$ cat src/rtl/impulse_pkg.sv
// Shared types and constants for the impulse arbiter.
package impulse_pkg;

  // Controller states, 2-bit encoding.
  typedef enum logic [1:0] {
    S_IDLE  = 2'd0,
    S_PULSE = 2'd1,
    S_REL   = 2'd2,
    S_GAP   = 2'd3
  } state_t;

  // Channel identifiers as carried on grant.
  localparam logic CH_A = 1'b0;
  localparam logic CH_B = 1'b1;

  // The channel that is not ch (two-way round-robin step).
  function automatic logic other_ch(input logic ch);
    return ~ch;
  endfunction

endpackage

$ cat src/rtl/impulse_rr_pick.sv
// Two-way round-robin pick: a lone valid request wins; on a tie the
// channel that was not served last wins.
module impulse_rr_pick
  import impulse_pkg::*;
(
  input  logic vA,
  input  logic vB,
  input  logic last,
  output logic valid,
  output logic win
);

  // Combinational winner selection.
  always_comb begin
    valid = vA | vB;
    win   = CH_A;
    if (vA && vB) begin
      win = other_ch(last);
    end else if (vB) begin
      win = CH_B;
    end
  end

endmodule

$ cat src/rtl/impulse_arbiter.sv
// Impulse arbiter: shares one pulse line between producers A and B.
//
// Handshake: dav_x is active-low "data valid" from the producer, rfd_x is
// active-high "ready for data" from this block. A transfer happens at the
// edge where dav_x=0 and rfd_x=1 are both sampled; the served producer then
// sees rfd_x fall and must keep dav_x low (data stable) until it chooses to
// release. rfd_x rises again at the edge that samples dav_x=1 in REL.
// The losing channel keeps rfd=1, since a falling rfd means "accepted".
//
// Sequence: IDLE -> PULSE (out high for data[LEN_W-1:0]+1 cycles)
//           -> REL (wait for release) -> GAP (GAP idle cycles) -> IDLE.
module impulse_arbiter
  import impulse_pkg::*;
#(
  parameter int DATA_W = 8,
  parameter int LEN_W  = 4,
  parameter int GAP    = 2
) (
  input  logic              clock,
  input  logic              reset,
  input  logic              davA_,
  input  logic [DATA_W-1:0] dataA,
  output logic              rfdA,
  input  logic              davB_,
  input  logic [DATA_W-1:0] dataB,
  output logic              rfdB,
  output logic              out,
  output logic              grant,
  output logic              busy,
  output logic [DATA_W-1:0] data_q,
  output logic [1:0]        dbg_state
);

  // Gap counter sized for GAP-1 down to 0; one bit minimum keeps GAP=0/1 legal.
  localparam int GAP_W = (GAP > 1) ? $clog2(GAP) : 1;
  localparam logic [GAP_W-1:0] GAP_LOAD = (GAP > 0) ? GAP_W'(GAP - 1) : '0;

  state_t              r_state;
  logic                r_out;
  logic                r_rfd_a;
  logic                r_rfd_b;
  logic                r_grant;
  logic                r_busy;
  logic [DATA_W-1:0]   r_data_q;
  logic [LEN_W-1:0]    r_cnt;
  logic [GAP_W-1:0]    r_gap;

  state_t              w_state_nxt;
  logic                w_out_nxt;
  logic                w_rfd_a_nxt;
  logic                w_rfd_b_nxt;
  logic                w_grant_nxt;
  logic                w_busy_nxt;
  logic [DATA_W-1:0]   w_data_q_nxt;
  logic [LEN_W-1:0]    w_cnt_nxt;
  logic [GAP_W-1:0]    w_gap_nxt;

  logic                w_va;
  logic                w_vb;
  logic                w_valid;
  logic                w_win;
  logic [DATA_W-1:0]   w_win_data;
  logic                w_served_dav_;

  // A request counts only while its own rfd is already high.
  assign w_va = ~davA_ & r_rfd_a;
  assign w_vb = ~davB_ & r_rfd_b;

  impulse_rr_pick u_pick (
    .vA    (w_va),
    .vB    (w_vb),
    .last  (r_grant),
    .valid (w_valid),
    .win   (w_win)
  );

  assign w_win_data    = (w_win == CH_B) ? dataB : dataA;
  // In REL, r_grant names the channel being served.
  assign w_served_dav_ = (r_grant == CH_B) ? davB_ : davA_;

  // Next-state and next-output logic; every target defaults to hold.
  always_comb begin
    w_state_nxt  = r_state;
    w_out_nxt    = r_out;
    w_rfd_a_nxt  = r_rfd_a;
    w_rfd_b_nxt  = r_rfd_b;
    w_grant_nxt  = r_grant;
    w_busy_nxt   = r_busy;
    w_data_q_nxt = r_data_q;
    w_cnt_nxt    = r_cnt;
    w_gap_nxt    = r_gap;
    case (r_state)
      S_IDLE: begin
        w_rfd_a_nxt = 1'b1;
        w_rfd_b_nxt = 1'b1;
        w_busy_nxt  = 1'b0;
        if (w_valid) begin
          w_data_q_nxt = w_win_data;
          w_grant_nxt  = w_win;
          if (w_win == CH_A) begin
            w_rfd_a_nxt = 1'b0;
          end else begin
            w_rfd_b_nxt = 1'b0;
          end
          w_out_nxt   = 1'b1;
          w_cnt_nxt   = w_win_data[LEN_W-1:0];
          w_busy_nxt  = 1'b1;
          w_state_nxt = S_PULSE;
        end
      end
      S_PULSE: begin
        if (r_cnt == '0) begin
          w_out_nxt   = 1'b0;
          w_state_nxt = S_REL;
        end else begin
          w_cnt_nxt = r_cnt - 1'b1;
        end
      end
      S_REL: begin
        if (w_served_dav_) begin
          if (r_grant == CH_A) begin
            w_rfd_a_nxt = 1'b1;
          end else begin
            w_rfd_b_nxt = 1'b1;
          end
          if (GAP > 0) begin
            w_gap_nxt   = GAP_LOAD;
            w_state_nxt = S_GAP;
          end else begin
            w_busy_nxt  = 1'b0;
            w_state_nxt = S_IDLE;
          end
        end
      end
      S_GAP: begin
        if (r_gap == '0) begin
          w_busy_nxt  = 1'b0;
          w_state_nxt = S_IDLE;
        end else begin
          w_gap_nxt = r_gap - 1'b1;
        end
      end
      default: begin
        w_state_nxt = S_IDLE;
      end
    endcase
  end

  // State register.
  always_ff @(posedge clock) begin
    if (reset) begin
      r_state <= S_IDLE;
    end else begin
      r_state <= w_state_nxt;
    end
  end

  // Registered outputs and counters; reset truncates any pulse in flight.
  always_ff @(posedge clock) begin
    if (reset) begin
      r_out    <= 1'b0;
      r_rfd_a  <= 1'b0;
      r_rfd_b  <= 1'b0;
      r_grant  <= CH_B;
      r_busy   <= 1'b0;
      r_data_q <= '0;
      r_cnt    <= '0;
      r_gap    <= '0;
    end else begin
      r_out    <= w_out_nxt;
      r_rfd_a  <= w_rfd_a_nxt;
      r_rfd_b  <= w_rfd_b_nxt;
      r_grant  <= w_grant_nxt;
      r_busy   <= w_busy_nxt;
      r_data_q <= w_data_q_nxt;
      r_cnt    <= w_cnt_nxt;
      r_gap    <= w_gap_nxt;
    end
  end

  assign out       = r_out;
  assign rfdA      = r_rfd_a;
  assign rfdB      = r_rfd_b;
  assign grant     = r_grant;
  assign busy      = r_busy;
  assign data_q    = r_data_q;
  assign dbg_state = r_state;

endmodule

$ cat config.mk
export PLATFORM = sky130hd
export DESIGN_NAME = impulse_arbiter
export DESIGN_NICKNAME = d
export VERILOG_FILES = /design/src/rtl/impulse_pkg.sv /design/src/rtl/impulse_rr_pick.sv /design/src/rtl/impulse_arbiter.sv
export SDC_FILE = /design/constraint.sdc
export NUM_CORES = 1
export LEC_CHECK = 0
export ABC_AREA = 1
export BUFFER_PORTS_ARGS = -buffer_cell sky130_fd_sc_hd__buf_4
export CORE_MARGIN = 2
export CORE_UTILIZATION = 39
export DETAILED_ROUTE_END_ITERATION = 16
export REMOVE_ABC_BUFFERS = 1
export SLEW_MARGIN = 20
export SYNTH_ARGS = -nofsm -noshare
export SYNTH_HDL_FRONTEND = slang
export SYNTH_HIERARCHICAL = 1
export SYNTH_SLANG_ARGS = --single-unit
$ cat constraint.sdc
create_clock -name clock -period 4.37 [get_ports clock]
set_clock_uncertainty 0.15 [all_clocks]
set_input_delay 0.2185 -clock clock [delete_from_list [all_inputs] [get_ports clock]]
set_output_delay 0.2185 -clock clock [all_outputs]
set_load 0.02 [all_outputs]
[Word-level counts from Yosys, hierarchy flattened]
Index checks and enable logic that the tools add are counted.
Storage, ports and cells
  register bits: 20
  bits of input ports: 20
  output and inout port bits: 15
  logic and storage cells: 73
Operators by class
  add/sub/neg operators: 2
  equality and inequality tests: 10
  muxes and demuxes: 31
  bitwise logic cells: 6
  reductions and logical operators: 15
Operators with widths (count)
  $mux 1: 17
  $ne 2x2->1 const B: 6
  $reduce_and 3->1: 4
  $pmux 1 s2: 5
  $mux 2: 4
  $mux 4: 2
  $mux 8: 1
  $pmux 2 s4: 1
  $pmux 4 s2: 1
  $reduce_bool 2->1: 4
  $reduce_and 2->1: 3
  $eq 2x2->1 const B: 2
  $logic_not 4->1: 1
  $reduce_and 4->1: 1
  $sub 4x1->4 const B: 1
  $not 1->1: 3
  $and 1x1->1: 2
  $eq 2x1->1 const B: 1
  $logic_not 2->1: 1
  $ne 2x1->1 const B: 1
  $logic_and 1x1->1: 1
  $or 1x1->1: 1
  $sub 1x1->1 const B: 1

[Longest topological paths before layout]
Gate-level depths: netlist (run 1).
  word-level depth: 7
  mapped depth: 11
  gate-level depth less buffers: 11

[Hierarchy]
Netlist (run 1), hierarchy kept.
By module, submodules not included
  impulse_arbiter: times used 1, cells an instance 163, area an instance 1096.1 sq um, sequential area each 400.4 sq um
  impulse_rr_pick: times used 1, cells an instance 3, area an instance 15.0 sq um, sequential area each 0.0 sq um

[Worst setup path after synthesis (run 1)]
OpenSTA, ideal clock, no wires.
  path kind: reg-to-reg
  from: register r_rfd_b (netlist: rfdB)
  to: register r_cnt[1]
  library setup time: 118 ps
  data arrival time: 1409 ps
  required time: 4102 ps
  path slack: 2693 ps
  cell stages (with the launch flop): 11
  path buffers: 1
  period minus slack after synthesis: 1677 ps
  cell sequence: dfxtp_1 > inv_1 > nor2_1 > inv_1 > a21oi_1 > buf_2 > nand2_1 > o21ai_0 > nor2_1 > nor3_1 > nor2_1
Between the ends
  word-level cells in the longest chain between the ends: 6
  elaborated cells on any way between the ends: 10
  classes of those cells: eq/ne (1); mux (5); bitwise (2); reduce/logical (2)
Ends and longest elaborated chain
  start: declaration: RTL line impulse_arbiter.sv:41  | logic r_rfd_b;
  start signal: assignment: RTL line impulse_arbiter.sv:172  | r_rfd_b <= w_rfd_b_nxt;
  $and 1x1->1 (*): RTL line impulse_arbiter.sv:67  | assign w_vb = ~davB_ & r_rfd_b;
  via w_vb: RTL line impulse_arbiter.sv:59  | logic w_vb;
  $mux 1 / $logic_and 1x1->1 (equally long branches): RTL line impulse_rr_pick.sv:19, impulse_rr_pick.sv:17
  $mux 1 (*): RTL line impulse_rr_pick.sv:17  | if (vA && vB) begin
  via w_win: RTL line impulse_arbiter.sv:61  | logic w_win;
  $mux 8 (*): RTL line impulse_arbiter.sv:77  | assign w_win_data = (w_win == CH_B) ? dataB : dataA;
  $mux 4 (*): RTL line impulse_arbiter.sv:97  | if (w_valid) begin
  $pmux 4 s2 (*): RTL line impulse_arbiter.sv:92  | case (r_state)
  end signal: assignment: RTL line impulse_arbiter.sv:176  | r_cnt <= w_cnt_nxt;
  end: declaration: RTL line impulse_arbiter.sv:45  | logic [LEN_W-1:0] r_cnt;
The timed path passes the listed nets; every way through them passes the cells marked *. The select of a mux whose other input is x is not followed.
A chain may end at the register's enable or synchronous reset.

[Final worst setup path (run 1)]
  from: register r_rfd_b (netlist: rfdB)
  to: register r_cnt[2]
The elaborated chain is that of the path after synthesis.

==> summary.md, run 1 <==
| Metric | Value |
|---|---|
| Peak Freq | `453 MHz` |
| Clock group share of total power | `9.4%` |
| Cell Count, Final, Fillers Out | `231` |
| Synth-to-layout area growth | `26.9%` |
| Dpl hpwl | `1940 um` |
| DRC viols | `0` |
| Drt wl/cell | `11.0 um` |
| Area share of the largest cell type after synthesis | `36.0%` |
| Max FO, Critical Path | `13` |
| Sequential area share after synthesis | `36.0%` |
| Layout Nets | `228` |
| DR vias/cell | `4.96` |
| Most frequent cells in the layout | `nand2_1, buf_4, inv_1` |
| Final Critical Period | `2210 ps` |
| Synth Area in XOR/XNOR | `0%` |
| Sw frac | `46.6%` |
| Initial antenna violation count | `0` |
| Die X | `57.4 um` |
| Gr usage total | `17.4%` |
| HP Start | `dataB[3]` |
| Ant diodes | `0` |
| Standard-cell rows | `19` |
| Drt total wl | `2550 um` |
| FF+latch count, synth | `20` |
| Register-to-Register Setup Slack | `2160 ps` |
| Crit path required time | `4410 ps` |
| Max rail drop VDD | `0.381 mV` |
| R2r worst-path depth | `11` |
| Critical Path Most Common Cell | `nand2_1` |
| Number of port buffers | `34` |
| Max-cap viol count | `0` |
| Clk sinks | `20` |
| Filler cells | `297` |
| Final setup fails | `0` |
| Hold Crit Class | `in -> reg` |
| Clk root buf | `clkbuf_4` |
| Terminus of the critical flop-to-flop path | `r_cnt[2]$_SDFFE_PP0P_` |
| DIE AREA | `3290 um2` |
| PD cells | `651 nW/um2` |
| Clk pin slew, worst setup/hold paths | `110 ps` |
| Period utilization | `50.5%` |
| Hold Path Depth | `3` |
| CP Class | `reg -> reg` |
| Post-Syn Area | `1110 um2` |
| Post-CTS sizing | `0` |
| DR pass1 iterations | `4` |
| ANT nets after route | `0` |
| Layout cells sized above 1 | `22.0%` |
| Number of H-tree levels | `1` |
| Top Ports | `35` |
| Mapped Cells | `166` |
| Leak | `0.000733 uW` |
| Startpoint types | `flip-flop` |
| Hold worst-path end | `data_q[3]$_SDFFE_PP0P_` |
| Top_reg_cell synth | `dfxtp_1` |
| CTS tree | `done` |
| P_sw | `427 uW` |
| Internal power | `491 uW` |
| Yosys top cell by area | `dfxtp_1` |
| Adder-cell share of the synthesized area | `6.76%` |
| Ranking of synthesized cells by area | `dfxtp_1, nand2_1, inv_1` |
| First-pass GRT wire length | `4490 um` |
| Starting Density | `40.6%` |
| Reg power frac | `32.7%` |
| CP max stage delay | `640 ps` |
| Fin Setup TNS | `0 ps` |
| Overflow after GRT | `0` |
| Die Y | `57.4 um` |
| GP Congestion | `0.769` |
| Floorplan core area | `2730 um2` |
| Avg Inst Size Synth | `6.69 um2` |
| Via count | `1145` |
| Final Max Tran Viols | `0` |
| Max Root-Sink Buffers | `2` |
| Final hold vios | `0` |
| Compound-Gate Fraction of Synth Area | `17.3%` |
| Least-Margin Pin Slew | `820 ps` |
| Largest family of logic cells by synthesized area | `simple AND/OR/NAND/NOR gates` |
| Crit. End Element | `flip-flop` |
| Dpl cells | `227` |
| R2R Path Start | `rfdB$_SDFFE_PP0P_` |
| Synth warnings | `6` |
| Clk_lat worst skew | `300 ps` |
| Num CTS Buffers | `3` |
| Worst slew margin | `45.3%` |
| Vias in the first global route | `1023` |
| Slowest CP cell | `a21oi_1` |
| Most common cell after layout, fill and taps aside | `nand2_1` |
| Starting DRT DRC Count | `41` |
| Post-synthesis mux area share | `0%` |
| Post-synth EDFFs | `0` |
| Unrepaired setup endpoints after global routing | `false` |
| Distinct cells, synth | `23` |
| Comb pwr share | `57.9%` |
| Worst path cell trace | `inv_1, nor2_1, inv_1, a21oi_1, inv_1, nand2_1, nand2_1, nand2_1, nand2_1, nor2_1, nor2_1` |
| Status | `completed` |
| FFs w/ async S/R, synth | `0%` |
| Pin count of the biggest net entering global routing | `18` |
| CP arrival | `2250 ps` |
| Simple-gate share of the synthesized area | `28.9%` |
==> area by class of cell <==
class                           count  area (um2)  share of cell area [%]
Sequential cell                    20         400                    28.4
Timing Repair Buffer               35         265                    18.8
Tap cell                           31        38.8                    2.75
Inverter                           25        93.8                    6.65
Clock buffer                        3        22.5                    1.60
Multi-Input combinational cell    117         589                    41.8
==> cells in the mapped netlist (2+ instances only) <==
master    instances
nand2_1          41
inv_1            23
dfxtp_1          20
nor2_1           20
o21ai_0          15
a21oi_1           9
nand3_1           9
ha_1              6
o211ai_1          5
a31oi_1           3
inv_2             2
or2_2             2
==> power by group through the flow <==
stage | registers [uW] | clock network (uW) | logic [uW]
6_report | 300 | 86.7 | 532
5_1_grt | 310 | 101 | 609
4_1_cts | 300 | 95.6 | 536
3_5_place_dp | 304 | 0 | 533
3_3_place_gp | 301 | 0 | 521
2_1_floorplan | 356 | 0 | 317
==> registers in the layout, summed over array words and instances, names as in the netlist <==
name       flops
rfdA           1
r_cnt          4
rfdB           1
r_gap          1
out            1
busy           1
dbg_state      2
grant          1
data_q         8
==> critical path: cells and delay by family (launching register included) <==
family / cells / cell delay, ps
AOI/OAI and AO/OA: 1 / 640
buffers and inverters: 3 / 400
DFF: 1 / 350
and+or+nand+nor: 7 / 560
==> layer usage <==
metal	global-route usage, %	routed length [um]	vias up
met5	0	0	-
met4	5.98	23	0
met3	5.22	90	2
met2	30.2	1270	22
met1	20.1	1160	522
li1	-	-	599
==> repair_timing <==
action                                 CTS  global route
setup buffers                            0             0
hold buffers                             1             0
endpoints found under the hold margin    3             0
==> how the worst max path moves through the flow <==
stage | startpoint | to | slack (ps)
after floorplan | rfdB$_SDFFE_PP0P_ | r_cnt[3]$_SDFFE_PP0P_ | 2380
after global placement | rfdB$_SDFFE_PP0P_ | r_cnt[3]$_SDFFE_PP0P_ | 2260
after detailed placement | rfdB$_SDFFE_PP0P_ | r_cnt[2]$_SDFFE_PP0P_ | 2180
after CTS | rfdB$_SDFFE_PP0P_ | r_cnt[2]$_SDFFE_PP0P_ | 2160
after global routing | rfdB$_SDFFE_PP0P_ | r_cnt[3]$_SDFFE_PP0P_ | 1860
final | rfdB$_SDFFE_PP0P_ | r_cnt[2]$_SDFFE_PP0P_ | 2160
==> metrics by stage <==
stage          total power (uW)  cell area (um2)  hold slack (ps)  worst slack, ps  utilization [%]
4_1_cts                     932             1410             50.5             2160             51.6
5_1_grt                    1020             1410             57.9             1860             51.6
2_1_floorplan               673             1080              138             2380                -
3_5_place_dp                837             1380              271             2180             50.4
3_3_place_gp                823             1380              264             2260             50.4
6_report                    918             1410             70.1             2160             51.6
==> cell families (layout without fill, tap and decap cells) <==
| group | count (synthesis) | after routing |
|---|---|---|
| fa+ha+maj | 6 | 6 |
| simple gates | 77 | 77 |
| buf+inv | 29 | 63 |
| compound gates | 34 | 34 |
| flops | 20 | 20 |
No activity file was read; power rests on OpenSTA's default activity.
==> inputs of run 2 (changes only) <==
Clock period 4.37 ns to 2.1 ns, I/O delays scaled along.
==> run 2 against run 1 <==
Net effect: core utilization grew 5.5 points; sequential share of layout area shrank 2.8 points; clock power grew to 2.7 times the previous value; non-clock buffer count grew 14; largest cell class unchanged; highest routed layer unchanged.
==> summary.md, run 2 (synthesis results as in run 1) <==
| Metric | Value |
|---|---|
| Status | `completed` |
| Max FO, Critical Path | `10` |
| Starting Density | `40.6%` |
| Clk_lat worst skew | `300 ps` |
| Starting DRT DRC Count | `25` |
| Pre-CTS setup slack | `376 ps` |
| DRC viols | `0` |
| Final hold vios | `0` |
| Finished Cell Area | `1560 um2` |
| GR Layer Usage met1 | `22.5%` |
| Crit. End Element | `flip-flop` |
| Most Crowded Layer GR | `met2` |
| Peak Freq | `570 MHz` |
| DR vias/cell | `4.86` |
| Drt wl/cell | `11.4 um` |
| Num CTS Buffers | `3` |
| Leak | `0.000800 uW` |
| Clk sinks | `20` |
| Clk pin slew, worst setup/hold paths | `120 ps` |
| Clk root buf | `clkbuf_4` |
| Die Y | `57.4 um` |
| DR pass1 iterations | `4` |
| Top Ports | `35` |
| Initial antenna violation count | `0` |
| Dpl hpwl | `1910 um` |
| Max FFs per register | `8` |
| Max rail drop VDD | `0.745 mV` |
| Vias in the first global route | `1187` |
| Worst slew margin | `64.9%` |
| Post-CTS setup buffer count | `0` |
| Most frequent cells in the layout | `nand2_1, buf_4, inv_1` |
| Crit path required time | `2200 ps` |
| Startpoint types | `flip-flop` |
| ANT nets after route | `0` |
| Unrepaired setup endpoints after global routing | `false` |
| CTS tree | `done` |
| Final setup fails | `0` |
| Post-Place Cell Area | `1390 um2` |
| Pin count of the biggest net entering global routing | `18` |
| CP Class | `reg -> reg` |
| Fin Setup TNS | `0 ps` |
| Hold Crit Class | `in -> reg` |
| Period utilization | `83.6%` |
| Worst hold slack | `2.75 ps` |
| Ant diodes | `0` |
| CP arrival | `1850 ps` |
| Layout cells sized above 1 | `21.4%` |
| Cell Count, Final, Fillers Out | `246` |
| Via count | `1196` |
| Least-Margin Pin Slew | `526 ps` |
| Max Root-Sink Buffers | `2` |
| Die X | `57.4 um` |
| PD cells | `1280 nW/um2` |
| Filler cells | `276` |
| Number of H-tree levels | `1` |
| Standard-cell rows | `19` |
| Gr usage total | `19.0%` |
| Layout Nets | `242` |
| Floorplan core area | `2730 um2` |
| Grt met2 use | `33.8%` |
| GRT met3 Usage | `2.72%` |
| First-pass GRT wire length | `4960 um` |
| DIE AREA | `3290 um2` |
| GP Congestion | `0.796` |
| Final worst slack | `344 ps` |
| Synth-to-layout area growth | `40.5%` |
| Reg area | `400 um2` |
| Multi-input logic area | `589 um2` |
| Overflow after GRT | `0` |
| Number of port buffers | `34` |
| Drt total wl | `2810 um` |
| Most common cell after layout, fill and taps aside | `nand2_1` |
| Final Critical Period | `1760 ps` |
| Dpl cells | `228` |
| Final Max Tran Viols | `0` |
| Max-cap viol count | `0` |
run 2: power by group:
group	switching [uW]	internal (uW)	total, uW
registers	99.4	525	624
clock network	126	106	232
logic	685	451	1140
run 2: stage by stage:
stage / power, uW / utilization, %
after floorplan: 1400 / -
after global placement: 1720 / 50.7
after detailed placement: 1750 / 50.7
after CTS: 2010 / 57.1
after global routing: 2190 / 57.1
final: 1990 / 57.1
run 2: final cells by class:
type / count / area share [%]
clock buffers: 4 / 2.32
inverters: 25 / 6.01
multi-input cells: 117 / 37.7
well taps: 31 / 2.48
flip-flops and latches: 20 / 25.6
repair buffers: 49 / 25.8
run 2: worst max-delay path: stages, from the launching register on:
cell and delay, ps:
dfxtp_1 350, inv_1 60, nor2_1 120, inv_1 50, a21oi_1 260, buf_4 230, nand2_1 80, nand2_1 70
nor2_1 40, nor2_1 130, nand2_1 60, a21oi_1 110
run 2: routing by layer:
metal	vias to the layer above	routed length, um
met4	0	24
met1	546	1280
met3	4	83
li1	628	-
met5	-	0
met2	18	1420
run 2: worst paths after layout:
kind / startpoint / endpoint / slack (ps) / cells past startpoint
hold / removal: dataB[6] / data_q[6]$_SDFFE_PP0P_ / 3 / 5
setup / recovery: rfdB$_SDFFE_PP0P_ / r_cnt[3]$_SDFFE_PP0P_ / 340 / 11
hold reg to reg: busy$_SDFFE_PP0P_ / busy$_SDFFE_PP0P_ / 330 / 2
setup reg to reg: rfdB$_SDFFE_PP0P_ / r_cnt[3]$_SDFFE_PP0P_ / 340 / 11
run 2: repair_timing:
item / in CTS / in global routing
gates resized for setup: 0 / 0
hold buffers: 14 / 0
hold endpoints to repair: 11 / 0
==> inputs of run 3 (changes only) <==
Settings changed: ABC_AREA 1 to 0, PLACE_DENSITY set to 0.66.
Clock period 2.1 ns to 1.5 ns, I/O delays scaled along.
==> run 3 against run 2 <==
Net effect: the flow now finishes with violations (negative setup slack); sequential cell count stayed put; sequential power rose by 50%; via count down 3.7%; critical path type unchanged; clock power up 10%; maximum frequency is 6.4% higher; final cell count shrank 7.7%; critical endpoint unchanged; clock-buffer cell count is 1 lower; largest cell class unchanged.
==> summary.md, run 3 <==
| Metric | Value |
|---|---|
| Status | `finished with violations` |
| Failing checks | `negative setup slack` |
| Synth-to-layout area growth | `75.0%` |
| Max FO, Critical Path | `5` |
| Filler cells | `201` |
| Distinct cells, synth | `38` |
| Area share of the largest cell type after synthesis | `36.3%` |
| FFs w/ async S/R, synth | `0%` |
| Starting Density | `40.7%` |
| Dpl hpwl | `2050 um` |
| Hold Crit Class | `in -> reg` |
| Post-Place Cell Area | `1560 um2` |
| Drt total wl | `3040 um` |
| Unrepaired setup endpoints after global routing | `true` |
| CP arrival | `1700 ps` |
| Ant diodes | `0` |
| Number of H-tree levels | `1` |
| Pwr Total | `4030 uW` |
| Final Critical Period | `1650 ps` |
| Final setup fails | `12` |
| ANT nets after route | `0` |
| Top Ports | `35` |
| Clk pin slew, worst setup/hold paths | `110 ps` |
| Top_reg_cell synth | `dfxtp_1` |
| Drt wl/cell | `13.4 um` |
| Terminus of the critical flop-to-flop path | `r_cnt[3]$_SDFFE_PP0P_` |
| PD cells | `2090 nW/um2` |
| Max FFs per register | `8` |
| Count leader, synth | `dfxtp_1` |
| Die X | `57.2 um` |
| Post-synth EDFFs | `0` |
| Hold worst-path end | `rfdA$_SDFFE_PP0P_` |
| Max-cap viol count | `0` |
| CP Class | `reg -> reg` |
| DR pass1 iterations | `4` |
| Cell Count, Final, Fillers Out | `227` |
| Die Y | `57.2 um` |
| Final Max Tran Viols | `0` |
| Vias in the first global route | `1172` |
| Layout Nets | `224` |
| Worst slew margin | `84.1%` |
| Standard-cell rows | `19` |
| Max rail drop VDD | `1.33 mV` |
| Starting DRT DRC Count | `18` |
| Crit. End Element | `flip-flop` |
| Avg Inst Size Synth | `8.75 um2` |
| Crit path required time | `1550 ps` |
| Yosys top cell by area | `dfxtp_1` |
| Slowest CP cell | `dfxtp_2` |
| Floorplan core area | `2710 um2` |
| Mapped Cells | `126` |
| Ranking of synthesized cells by area | `dfxtp_1, mux2i_1, ha_1` |
| Peak Freq | `606 MHz` |
| Startpoint types | `flip-flop` |
| Dpl cells | `210` |
| GP Congestion | `0.760` |
| DIE AREA | `3270 um2` |
| Most common cell after layout, fill and taps aside | `buf_4` |
| Synth warnings | `6` |
| Clk root buf | `clkbuf_4` |
| Initial antenna violation count | `0` |
| Hold Path Depth | `3` |
| R2R Path Start | `rfdB$_SDFFE_PP0P_` |
| Pre-CTS setup slack | `-217 ps` |
| Number of port buffers | `34` |
| Register-to-Register Setup Slack | `-150 ps` |
| Finished Cell Area | `1930 um2` |
| HP Start | `davA_` |
| Max Root-Sink Buffers | `2` |
| FF+latch count, synth | `20` |
| Final worst slack | `-151 ps` |
| R2r worst-path depth | `7` |
| CTS tree | `done` |
| Final hold vios | `0` |
| Clk sinks | `20` |
| CP max stage delay | `350 ps` |
| DR vias/cell | `5.07` |
| Num CTS Buffers | `3` |
| Gr usage total | `18.9%` |
| Pin count of the biggest net entering global routing | `21` |
| Clk_lat worst skew | `300 ps` |
| Layout cells sized above 1 | `55.1%` |
| DRC viols | `0` |
| First-pass GRT wire length | `4890 um` |
| Least-Margin Pin Slew | `232 ps` |
| Overflow after GRT | `0` |
| Post-Syn Area | `1100 um2` |
| Via count | `1152` |
| Leak | `0.000838 uW` |
| Sequential area share after synthesis | `36.3%` |
| Worst path cell trace | `nor2b_4, a21boi_4, buf_6, mux2_4, nor2_2, a211o_1, a21oi_2` |
| Final Util | `71.2%` |
| Most frequent cells in the layout | `buf_4, dfxtp_1, nor2_1` |
| Period utilization | `110%` |
| Commonest cells in the netlist | `dfxtp_1, nor2_1, mux2i_1, nand2_1` |
## run 3: changes by cell type after synthesis, sizes merged, moves of 3 or more
cell / delta
a211oi: +7
inv: -19
mux2i: +9
nand2: -34
nand3: -7
nor2: -5
nor2b: +3
nor3: +6
o211ai: -5
o21ai: -13
## run 3: repair_timing
action | in CTS | in global routing
setup buffers | 3 | 2
hold buffers | 9 | 0
resized for setup | 34 | 19
setup endpoints to repair | 18 | 19
pin swaps | 9 | 7
endpoints found under the hold margin | 19 | 0
## run 3: where the power goes
part           total (uW)  switching [uW]  internal, uW
clock network         256             163          93.5
registers             934             169           765
logic                2840            1270          1570
total                4030            1600          2430
## run 3: routing by layer
layer  share of wire (%)  vias to the layer above  track usage, %  wire length, um
li1                    -                      595               -                -
met4                0.89                        0            6.98               27
met3                 3.4                        2            2.27              104
met1                  42                      529            21.5             1270
met5                   0                        -               0                0
met2                  54                       26            35.8             1640
## run 3: cell families (layout without fill, tap and decap cells)
logic type | count (synthesis) | count (layout) | synth area share, %
and+or+nand+nor | 49 | 49 | 23.8
AOI/OAI and AO/OA | 28 | 28 | 17.5
muxes | 10 | 10 | 9.19
DFF | 20 | 20 | 36.3
adders and majority gates | 6 | 6 | 6.81
buffers and inverters | 12 | 82 | 5.56
xor gates and xnor gates | 1 | 1 | 0.795
## run 3: worst max-delay path by stage
stage,depth (start not counted),start,slack [ps],to
after floorplan,6,rfdB$_SDFFE_PP0P_,-760,r_cnt[3]$_SDFFE_PP0P_
after global placement,7,rfdB$_SDFFE_PP0P_,-190,r_cnt[3]$_SDFFE_PP0P_
after detailed placement,7,rfdB$_SDFFE_PP0P_,-220,r_cnt[3]$_SDFFE_PP0P_
after CTS,7,rfdB$_SDFFE_PP0P_,-110,r_cnt[3]$_SDFFE_PP0P_
after global routing,7,rfdB$_SDFFE_PP0P_,-210,r_cnt[3]$_SDFFE_PP0P_
final,7,rfdB$_SDFFE_PP0P_,-150,r_cnt[3]$_SDFFE_PP0P_
## run 3: metrics by stage
stage	setup TNS (ps)	hold WS, ps
floorplan	-7930	-12.6
global placement	-972	259
detailed placement	-1400	262
CTS	-511	4.45
global route	-1630	44.5
finish	-809	19.1
## run 3: layout make-up
cell class                 count  area, um2  area share [%]
timing repair buffer          73        602            31.2
clock buffer                   3       22.5            1.17
inverter                       6       25.0            1.30
sequential                    20        410            21.3
tap                           31       38.8            2.01
multi-input combinational     94        831            43.1
## run 3: critical path, delay by kind of cell (launching register included)
kind | cells | cell delay (ps)
flip-flops | 1 | 350
multiplexers | 1 | 310
buffers and inverters | 1 | 150
AND/OR/NAND/NOR | 2 | 230
AO/OA/AOI/OAI | 3 | 350
